==> src/rtl/ddr_data_sequencer_pkg.sv <==
// Shared definitions for the DDR data sequencer: IOB widths and FSM state encoding.
package ddr_data_sequencer_pkg;

  localparam int IOB_WIDTH = 32;
  localparam int DQ_WIDTH  = 16;

  typedef enum logic [2:0] {
    ST_IDLE    = 3'd0,
    ST_WRITE   = 3'd1,
    ST_RD_WAIT = 3'd2,
    ST_READ    = 3'd3,
    ST_TURN    = 3'd4
  } state_e;

endpackage

==> src/rtl/ddr_capture_pipe.sv <==
// Read-return realignment: delays each capture strobe by CAP_LAT cycles, then
// registers the IOB word into a valid-qualified output.
module ddr_capture_pipe
  import ddr_data_sequencer_pkg::*;
#(
  parameter int CAP_LAT = 1,
  parameter int W       = IOB_WIDTH
) (
  input  logic         clock_i,
  input  logic         reset_ni,
  input  logic         cap_i,
  input  logic [W-1:0] data_i,
  output logic         valid_o,
  output logic [W-1:0] data_o
);

  logic [CAP_LAT-1:0] flag_q, flag_d;
  logic               valid_q, valid_d;
  logic [W-1:0]       data_q, data_d;
  logic               flag_exit;

  assign flag_exit = flag_q[CAP_LAT-1];

  always_comb begin
    flag_d  = (flag_q << 1) | CAP_LAT'(cap_i);
    valid_d = flag_exit;
    data_d  = flag_exit ? data_i : data_q;
  end

  always_ff @(posedge clock_i or negedge reset_ni) begin
    if (!reset_ni) begin
      flag_q  <= '0;
      valid_q <= 1'b0;
      data_q  <= '0;
    end else begin
      flag_q  <= flag_d;
      valid_q <= valid_d;
      data_q  <= data_d;
    end
  end

  assign valid_o = valid_q;
  assign data_o  = data_q;

endmodule

==> src/rtl/ddr_data_sequencer.sv <==
// Burst sequencer in front of the DDR data IOBs: write/read bursts, CAS wait,
// one-cycle bus turnaround, and realigned read return.
//
// state      | meaning
// ST_IDLE    | waiting for a request; write wins over read
// ST_WRITE   | BURST cycles acking wr_data_i; send/data follow one cycle later
// ST_RD_WAIT | CAS_LAT-1 cycles before the first capture strobe
// ST_READ    | BURST cycles with capture strobes asserted
// ST_TURN    | one bus turnaround cycle, requests ignored
module ddr_data_sequencer
  import ddr_data_sequencer_pkg::*;
#(
  parameter int BURST   = 2,
  parameter int CAS_LAT = 2,
  parameter int CAP_LAT = 1
) (
  input  logic                 clock_i,
  input  logic                 reset_ni,
  input  logic                 wr_req_i,
  input  logic                 rd_req_i,
  output logic                 busy_o,
  input  logic [IOB_WIDTH-1:0] wr_data_i,
  output logic                 wr_ack_o,
  output logic [IOB_WIDTH-1:0] rd_data_o,
  output logic                 rd_valid_o,
  output logic                 iob_send_o,
  output logic [1:0]           iob_capture_o,
  output logic [IOB_WIDTH-1:0] iob_data_o,
  input  logic [IOB_WIDTH-1:0] iob_data_i
);

  localparam int CW = (BURST > 1) ? $clog2(BURST) : 1;
  localparam int WW = (CAS_LAT > 2) ? $clog2(CAS_LAT - 1) : 1;
  localparam logic [CW-1:0] CNT_LAST  = CW'(BURST - 1);
  localparam logic [WW-1:0] WAIT_LOAD = WW'((CAS_LAT > 1) ? CAS_LAT - 2 : 0);

  state_e                 state_q, state_d;
  logic [CW-1:0]          cnt_q, cnt_d;
  logic [WW-1:0]          wait_q, wait_d;
  logic                   send_q, send_d;
  logic [IOB_WIDTH-1:0]   iob_data_q, iob_data_d;
  logic                   wr_ack;
  logic                   capture;

  always_comb begin
    state_d    = state_q;
    cnt_d      = cnt_q;
    wait_d     = wait_q;
    send_d     = 1'b0;
    iob_data_d = iob_data_q;
    wr_ack     = 1'b0;
    capture    = 1'b0;
    case (state_q)
      ST_IDLE: begin
        if (wr_req_i) begin
          state_d = ST_WRITE;
          cnt_d   = '0;
        end else if (rd_req_i) begin
          cnt_d = '0;
          if (CAS_LAT == 1) begin
            state_d = ST_READ;
          end else begin
            state_d = ST_RD_WAIT;
            wait_d  = WAIT_LOAD;
          end
        end
      end
      ST_WRITE: begin
        wr_ack     = 1'b1;
        send_d     = 1'b1;
        iob_data_d = wr_data_i;
        if (cnt_q == CNT_LAST) begin
          cnt_d   = '0;
          state_d = ST_TURN;
        end else begin
          cnt_d = cnt_q + CW'(1);
        end
      end
      ST_RD_WAIT: begin
        // wait_q counts down to terminal count 0, then reads start
        if (wait_q == '0) state_d = ST_READ;
        else              wait_d  = wait_q - WW'(1);
      end
      ST_READ: begin
        capture = 1'b1;
        if (cnt_q == CNT_LAST) begin
          cnt_d   = '0;
          state_d = ST_TURN;
        end else begin
          cnt_d = cnt_q + CW'(1);
        end
      end
      ST_TURN: state_d = ST_IDLE;
      default: state_d = ST_IDLE;
    endcase
  end

  always_ff @(posedge clock_i or negedge reset_ni) begin
    if (!reset_ni) begin
      state_q    <= ST_IDLE;
      cnt_q      <= '0;
      wait_q     <= '0;
      send_q     <= 1'b0;
      iob_data_q <= '0;
    end else begin
      state_q    <= state_d;
      cnt_q      <= cnt_d;
      wait_q     <= wait_d;
      send_q     <= send_d;
      iob_data_q <= iob_data_d;
    end
  end

  assign busy_o        = (state_q != ST_IDLE);
  assign wr_ack_o      = wr_ack;
  assign iob_send_o    = send_q;
  assign iob_data_o    = iob_data_q;
  assign iob_capture_o = {2{capture}};

  ddr_capture_pipe #(
    .CAP_LAT (CAP_LAT),
    .W       (IOB_WIDTH)
  ) u_capture_pipe (
    .clock_i  (clock_i),
    .reset_ni (reset_ni),
    .cap_i    (capture),
    .data_i   (iob_data_i),
    .valid_o  (rd_valid_o),
    .data_o   (rd_data_o)
  );

endmodule

==> config.mk <==
export PLATFORM = sky130hd
export DESIGN_NAME = ddr_data_sequencer
export DESIGN_NICKNAME = d
export VERILOG_FILES = /design/src/rtl/ddr_data_sequencer_pkg.sv /design/src/rtl/ddr_capture_pipe.sv /design/src/rtl/ddr_data_sequencer.sv
export SDC_FILE = /design/constraint.sdc
export NUM_CORES = 1
export LEC_CHECK = 0
export BUFFER_PORTS_ARGS = -buffer_cell sky130_fd_sc_hd__buf_2
export CORE_AREA = 2 2 101 103
export CTS_CLUSTER_DIAMETER = 120
export DETAILED_ROUTE_END_ITERATION = 6
export DIE_AREA = 0 0 103 105
export PLACE_DENSITY = 0.64
export SYNTH_ARGS = -nofsm -noshare
export SYNTH_HDL_FRONTEND = slang
export SYNTH_SLANG_ARGS = --single-unit
==> constraint.sdc <==
create_clock -name clock_i -period 3.5 [get_ports clock_i]
set_input_delay 0.175 -clock clock_i [delete_from_list [all_inputs] [get_ports clock_i]]
set_output_delay 0.175 -clock clock_i [all_outputs]
set_load 0.005 [all_outputs]
# Word level (Yosys, flattened, before mapping)
# Cells that the tools add are included.
# totals
mem_bits_rw	0
mem_bits_ro	0
latch_bits	0
input_bits	68
elab_cells	40
n_memories	0
register_bits	72
# op_classes
div	0
reduce_logical	8
order_cmp	0
muxes	14
shifts	0
multipliers	0
bitwise	0
eq_ne	8
addsub	2
# ops
cell	n
$mux W3	4
$pmux W3 S3	1
$mux W1	7
$eq A3 B2 Y1 const B	2
$ne A2 B2 Y1 const B	3
$reduce_and A3 Y1	2
$pmux W1 S2	2
$reduce_bool A2 Y1	2
$eq A3 B1 Y1 const B	1
$logic_not A3 Y1	1
$ne A3 B3 Y1 const B	1
$reduce_bool A3 Y1	1
$ne A2 B1 Y1 const B	1
$reduce_and A2 Y1	1
$reduce_or A2 Y1	1
$add A1 B1 Y1 const B	1
$sub A1 B1 Y1 const B	1

# Depth between registers and ports, before layout
# Gate-level depths: netlist of run 1.
# logic_depth
ltp_word	4
mapped_depth	4
ltp_nobuf	2

# Hierarchy
# From an unflattened synthesis of run 1, not the netlist that was laid out.
# unflattened
hier_cells	159
hier_area_um2	2990.4
# by_module_without_submodules
module	area_each_um2	seq_area_each_um2	cells_each	instances
ddr_data_sequencer	1595.3	925.9	89	1
ddr_capture_pipe	1395.1	850.8	70	1

# Worst setup path after synthesis of run 1
# No wires, ideal clock.
# synth_path
path_kind	register to register
from	reg state_q[2]
to	reg iob_data_q[22] (netlist: iob_data_o[22])
setup_slack_ns	1.952
t_arrival_ns	1.423
path_buffers	2
period_less_slack_ns	1.548
stages_incl_launch_ff	5
required_ns	3.375
cell_sequence	dfrtp_1 clkbuf_1 nor3b_4 buf_12 mux2_4
# synth_via
elab_chain_cells	1
# synth_rtl
item	line_no	rtl
start, declared	ddr_data_sequencer.sv:37	state_e state_q, state_d;
start signal, assigned	ddr_data_sequencer.sv:106	state_q <= state_d;
$eq A3 B1 Y1	ddr_data_sequencer.sv:53	case (state_q)
end signal, assigned	ddr_data_sequencer.sv:110	iob_data_q <= iob_data_d;
end, declared	ddr_data_sequencer.sv:41	logic [IOB_WIDTH-1:0] iob_data_q, iob_data_d;
# No other way between the ends.
# A chain may end at the register's enable or synchronous reset.

# Final worst setup path of run 1
# layout_path
from	reg state_q[0]
to	reg iob_data_q[31] (netlist: iob_data_o[31])
# The elaborated chain is that of the path after synthesis.

==> results of run 1 <==
==> cell families (layout without fill, tap and decap cells) <==
group	count (synthesis)	count (layout)	share of synthesized area [%]
AOI/OAI and AO/OA	5	5	1.42
DFF	71	71	62.9
muxes	64	64	29.4
buffers and inverters	11	154	3.63
and+or+nand+nor	8	8	2.70
==> per-layer routing <==
| layer | vias up | GRT usage [%] |
|---|---|---|
| li1 | 836 | - |
| met5 | - | 0 |
| met1 | 886 | 12.5 |
| met2 | 83 | 16.1 |
| met3 | 6 | 4.41 |
| met4 | 0 | 4.14 |
==> worst max path at each step <==
stage,start,end,slack [ns],cells after the start
after floorplan,state_q[2],iob_data_o[22],1.95,4
after global placement,state_q[0],iob_data_o[31],1.62,3
after detailed placement,state_q[0],iob_data_o[31],1.54,3
after CTS,state_q[0],iob_data_o[31],1.55,3
after global routing,state_q[0],iob_data_o[31],1.44,3
final,state_q[0],iob_data_o[31],1.56,3
==> repair_timing <==
action                    CTS  global route
hold endpoints to repair   52             0
hold buffers                1             0
resized for setup           0             0
==> power breakdown <==
group / switching, mW / leakage (nW) / total [mW] / internal [mW]
combinational: 0.537 / 0.956 / 1.49 / 0.953
sequential: 0.229 / 0.837 / 1.47 / 1.25
clock: 0.288 / 0.0940 / 0.627 / 0.338
==> worst max-delay path: cells and delay by family (launching register included) <==
family | cells | cell delay, ns
multiplexers | 1 | 0.39
flip-flops | 1 | 0.48
buffers and inverters | 1 | 0.50
AND/OR/NAND/NOR | 1 | 0.44
==> state kept, by name, indices dropped and copies added, names as in the netlist <==
name                      cells
u_capture_pipe.data_o        32
cnt_q                         1
u_capture_pipe.flag_exit      1
state_q                       3
iob_send_o                    1
u_capture_pipe.valid_o        1
iob_data_o                   32
==> cell usage after synthesis <==
master / count / share of area (%)
a211oi_1: 1 / 0.27
a21bo_2: 1 / 0.35
a21oi_1: 1 / 0.18
a221o_1: 1 / 0.35
and2b_2: 1 / 0.31
and3b_2: 2 / 0.71
buf_12: 3 / 2.1
buf_2: 3 / 0.53
buf_4: 2 / 0.53
clkbuf_1: 2 / 0.27
clkbuf_2: 1 / 0.18
dfrtp_1: 71 / 63
mux2_1: 3 / 1.2
mux2_2: 32 / 13
mux2_4: 29 / 15
nor3_1: 1 / 0.18
nor3b_1: 1 / 0.27
nor3b_4: 1 / 0.66
o21bai_1: 1 / 0.27
or3_2: 1 / 0.27
or3b_2: 1 / 0.31
==> through the flow <==
stage,utilization [%],instances
detailed placement,37.3,420
global placement,37.3,420
global route,39.3,435
finish,39.3,435
CTS,39.3,435
floorplan,-,159
==> area by class of cell <==
type	count	area, µm²	share of cell area [%]
flip-flops and latches	71	1780	46.9
multi-input cells	77	946	25.0
clock inverters	4	47.5	1.26
well taps	133	166	4.39
repair buffers	140	713	18.8
clock buffers	10	138	3.63
==> impl_metrics.env, run 1 <==
export IMPL_outcome="complete, no violations"
export IMPL_r2r_setup_slack_ns=1.56
export IMPL_setup_viol=0
export IMPL_gr_total_overflow=0
export IMPL_number_of_global_route_vias_before_repair=1804
export IMPL_gr_usage_all_layers_pct=10.3
export IMPL_htree_num_levels=3
export IMPL_placementRows=36
export IMPL_required_time_reported_for_the_critical_path_endpoint_ns=3.72
export IMPL_whs_ns=0.0479
export IMPL_placed_cell_area_mm2=0.00359
export IMPL_crit_path_kind="reg -> reg"
export IMPL_grt_pass1_wl_mm=8.70
export IMPL_core_area_mm2=0.00964
export IMPL_post_layout_total_power_mw=3.59
export IMPL_holdPathStages=2
export IMPL_cell_pwr_density_mw_per_mm2=948
export IMPL_fin_setup_tns_ns=0
export IMPL_largest_net_degree_at_the_start_of_global_routing=72
export IMPL_detail_route_iter0_violations=26
export IMPL_holdCritStartpoint="iob_data_i[1]"
export IMPL_antennaDiodeCount=0
export IMPL_route_final_wire_length_mm=5.58
export IMPL_worstPathMaxFanout=28
export IMPL_max_root_sink_buffers=2
export IMPL_antenna_found_initial=0
export IMPL_crit_path_start_kind="flop"
export IMPL_final_net_count=367
export IMPL_clock_sink_count=71
export IMPL_gp_congestion=0.692
export IMPL_synth_seq_cells=71
export IMPL_layout_cells_most_common="buf_2"
export IMPL_number_of_placed_i_o_pins=138
export IMPL_die_h_um=105
export IMPL_layout_worst_path_cycle_share_pct=55.5
export IMPL_route_met2_wl_mm=2.65
export IMPL_port_buffers=137
export IMPL_synth_area_per_cell_um2=17.8
export IMPL_tritoncts="yes"
export IMPL_yosys_warnings=0
export IMPL_synth_sequential_area_ratio_pct=62.9
export IMPL_crit_path_top_delay_cell="buf_4"
export IMPL_worstPathCellList="nor3b_4, buf_4, mux2_2"
export IMPL_timing_rr_start="state_q[0]"
export IMPL_worstHoldEndpoint="u_capture_pipe.data_o[1]"
export IMPL_irDropWorstVdd_mv=0.330
export IMPL_maxCapViolCount=0
export IMPL_vias_per_cell=4.16
export IMPL_antenna_violating_nets_remaining=0
export IMPL_max_clock_freq_ghz=0.515
export IMPL_unrepaired_setup_endpoints_after_global_routing="no"
export IMPL_worst_slew_margin_rel_pct=42.0
export IMPL_tightest_slew_ns=0.870
export IMPL_clock_pin_slew_of_the_registers_on_the_worst_case_setup_and_hold_paths_ns=0.08
export IMPL_final_layout_size_suffix_gt1_share_pct=73.2
export IMPL_drt_drc_violations_left=0
export IMPL_dp_slack_ns=1.54
export IMPL_area_growth_pct=34.1
export IMPL_critical_path_max_stage_delay_ns=0.50
export IMPL_clkLatencyLatePin_ns=0.34
export IMPL_power_leakage_nw=1.89
export IMPL_synth_cells=159
export IMPL_worst_r2r_endpoint="iob_data_o[31]"
export IMPL_layout_setup_ws_ns=1.56
export IMPL_fin_worst_skew_ns=0.00870
export IMPL_finalHoldViolations=0
export IMPL_numCtsBuffers=9
export IMPL_post_drt_wl_per_cell_um=12.8
export IMPL_synth_net_count=227
export IMPL_critical_path_endpoint_type="flop"
export IMPL_post_route_cell_area_mm2=0.00379
export IMPL_final_cell_mix="136 x buf_2, 71 x dfrtp_1, 32 x mux2_2"
export IMPL_fillcell_total=959
export IMPL_dp_final_hpwl_mm=3.95
export IMPL_floorplan_die_width_um=103
export IMPL_hold_path_class="in -> reg"
export IMPL_synth_area_mm2=0.00283
export IMPL_clockRootBuffer="clkbuf_8"
export IMPL_start_util_pct=29.3
export IMPL_final_min_clock_period_ns=1.94
export IMPL_dr_max_layer_used="met4"
export IMPL_cts_setup_buffers=0
export IMPL_met1_layer_wirelength_in_the_final_routing_mm=2.38
export IMPL_die_area_mm2=0.0108
export IMPL_routed_wl_met3_um=495
export IMPL_first_pass_iters=4
export IMPL_synth_cell_types=21
export IMPL_dr_total_vias=1811
export IMPL_slew_violations=0
export IMPL_reg2reg_depth=3
export IMPL_worst_ep_arrival_time_ns=2.16
Note: power is estimated with default switching activity, not from simulation.
==> inputs of run 2 (changes only) <==
- ABC_AREA: default -> 1
- CORE_AREA: 2 2 101 103 -> 2 2 100 102
- DIE_AREA: 0 0 103 105 -> 0 0 102 104
- clock period: 3.5 -> 1.9 ns (I/O delays scaled with it)
==> impl_metrics.env, run 2 <==
export IMPL_outcome="complete, no violations"
export IMPL_antenna_violating_nets_remaining=0
export IMPL_setup_viol=0
export IMPL_worst_ep_arrival_time_ns=1.67
export IMPL_grt_pass1_wl_mm=11.5
export IMPL_synth_net_count=308
export IMPL_yosysTopAreaCellShare_pct=64.1
export IMPL_irDropWorstVdd_mv=0.641
export IMPL_worstPathCellList="nor2_4, nand2_4, inv_6, buf_2"
export IMPL_hold_path_class="in -> reg"
export IMPL_die_area_mm2=0.0106
export IMPL_numCtsBuffers=9
export IMPL_antennaDiodeCount=0
export IMPL_dp_slack_ns=0.472
export IMPL_layout_worst_path_cycle_share_pct=93.1
export IMPL_number_of_placed_i_o_pins=138
export IMPL_ys_flop_type="dfrtp_1"
export IMPL_dp_final_hpwl_mm=4.29
export IMPL_yosys_top_cells_area="dfrtp_1 64%, nand2_1 13%, mux2_2 7.3%"
export IMPL_area_growth_pct=57.7
export IMPL_cell_with_the_most_instances_after_synthesis="nand2_1"
export IMPL_multiInputGateArea_um2=846
export IMPL_max_clock_freq_ghz=0.565
export IMPL_final_layout_size_suffix_gt1_share_pct=40.9
export IMPL_finalHoldViolations=0
export IMPL_cell_pwr_density_mw_per_mm2=1410
export IMPL_edff_count_synth=0
export IMPL_power_leakage_nw=2.28
export IMPL_post_drt_wl_per_cell_um=12.2
export IMPL_final_cell_mix="136 x buf_2, 94 x nand2_1, 71 x dfrtp_1"
export IMPL_post_route_cell_area_mm2=0.00437
export IMPL_clockRootBuffer="clkbuf_8"
export IMPL_fin_worst_skew_ns=0.00631
export IMPL_gr_usage_all_layers_pct=13.7
export IMPL_unrepaired_setup_endpoints_after_global_routing="no"
export IMPL_cp_top_family="buffers and inverters"
export IMPL_synth_sequential_area_ratio_pct=64.1
export IMPL_route_final_wire_length_mm=7.10
export IMPL_required_time_reported_for_the_critical_path_endpoint_ns=1.80
export IMPL_synth_cell_types=18
export IMPL_core_area_mm2=0.00955
export IMPL_start_util_pct=29.0
export IMPL_slew_violations=0
export IMPL_max_root_sink_buffers=2
export IMPL_layout_cells_most_common="buf_2"
export IMPL_dr_total_vias=2410
export IMPL_synth_seq_cells=71
export IMPL_first_pass_iters=4
export IMPL_synth_async_sr_flop_share_pct=100
export IMPL_post_cts_resized_instances=0
export IMPL_post_route_util_pct=45.8
export IMPL_clkLatencyLatePin_ns=0.33
export IMPL_port_buffers=137
export IMPL_synth_cells_most_frequent="94 x nand2_1, 71 x dfrtp_1, 18 x mux2_2"
export IMPL_crit_path_start_kind="flop"
export IMPL_crit_path_kind="reg -> out"
export IMPL_detail_route_iter0_violations=84
export IMPL_synth_top_cell_by_area="dfrtp_1"
export IMPL_gp_congestion=0.808
export IMPL_layout_setup_ws_ns=0.131
export IMPL_worst_slew_margin_rel_pct=71.2
export IMPL_clock_sink_count=71
export IMPL_synth_area_per_cell_um2=11.5
export IMPL_drt_drc_violations_left=0
export IMPL_ff_latch_area_mm2=0.00178
export IMPL_crit_path_top_delay_cell="dfrtp_1"
export IMPL_die_h_um=104
export IMPL_antenna_found_initial=0
export IMPL_synth_cells=240
export IMPL_clock_pin_slew_of_the_registers_on_the_worst_case_setup_and_hold_paths_ns=0.07
export IMPL_timing_critical_path_buf_inv=2
export IMPL_worstPathMaxFanout=34
export IMPL_whs_ns=0.0582
export IMPL_maxCapViolCount=0
export IMPL_gr_total_overflow=0
export IMPL_yosys_warnings=0
export IMPL_largest_net_degree_at_the_start_of_global_routing=41
export IMPL_cts_hold_buffers_added=65
export IMPL_final_net_count=511
export IMPL_placed_cell_area_mm2=0.00354
export IMPL_number_of_global_route_vias_before_repair=2593
export IMPL_placementRows=36
export IMPL_synth_area_mm2=0.00277
export IMPL_cts_setup_buffers=0
export IMPL_tightest_slew_ns=0.432
export IMPL_floorplan_die_width_um=102
export IMPL_tritoncts="yes"
export IMPL_fillcell_total=906
export IMPL_critical_path_endpoint_type="primary output"
export IMPL_vias_per_cell=4.16
export IMPL_htree_num_levels=3
export IMPL_final_min_clock_period_ns=1.77
export IMPL_critical_path_max_stage_delay_ns=0.43
export IMPL_fin_setup_tns_ns=0
## run 2: changes by cell type in the layout (fill, tap and decap cells not counted), sizes merged, moves of 2 or more
cell         delta
nand2         +104
nor2            +7
and3b           -2
dlygate4sd3    +64
nor3b           -2
nand3           +4
inv             +8
mux2           -32
## run 2: logic make-up (layout without fill, tap and decap cells)
logic type             after synthesis  in the layout  synth area share (%)
buffers and inverters               20            227                  5.37
flip-flops                          71             71                  64.1
AO/OA/AOI/OAI                        1              1                 0.180
AND/OR/NAND/NOR                    116            116                  17.3
multiplexers                        32             32                  13.0
## run 2: path summary, 6_finish.rpt
check                          startpoint                   endpoint  slack (ns)  cells after the start
setup / recovery               state_q[2]                   wr_ack_o        0.13                      4
hold / removal                   wr_req_i                 state_q[0]        0.06                      3
setup reg to reg               state_q[2]             iob_data_o[10]        0.51                      5
hold reg to reg            iob_data_o[27]             iob_data_o[27]        0.47                      2
max in group asynchronous        reset_ni             iob_data_o[10]        1.07                      3
min in group asynchronous        reset_ni  u_capture_pipe.data_o[10]        0.25                      2
## run 2: tightest hold or removal path, delay by kind of cell
| family | cells | cell delay (ns) |
|---|---|---|
| AND/OR/NAND/NOR | 1 | 0.05 |
| buffers and inverters | 1 | 0.09 |
| AO/OA/AOI/OAI | 1 | 0.12 |
## run 2: through the flow
stage                     cells  total power [mW]
after floorplan             240              4.03
after global placement      500              4.89
after detailed placement    500              4.98
after CTS                   580              6.25
after global routing        580              6.72
final                       580              6.17
## run 2: area by class of cell
cell class / instances / share of cell area [%]
clock inverters: 4 / 1.09
repair buffers: 204 / 31.3
flip-flops and latches: 71 / 40.7
multi-input cells: 149 / 19.4
clock buffers: 11 / 3.01
inverters: 8 / 0.802
well taps: 133 / 3.81
## run 2: routing by layer
metal | vias up | global-route usage, % | share of wire, %
li1 | 1160 | - | -
met2 | 100 | 24.6 | 51
met3 | 13 | 3.70 | 6.2
met5 | - | 0 | 0
met1 | 1137 | 15.0 | 41
met4 | 0 | 5.71 | 1.8
## run 2: power breakdown
part	internal [mW]	switching [mW]
clock	0.596	0.534
sequential	2.26	0.375
combinational	1.18	1.22
total	4.05	2.13
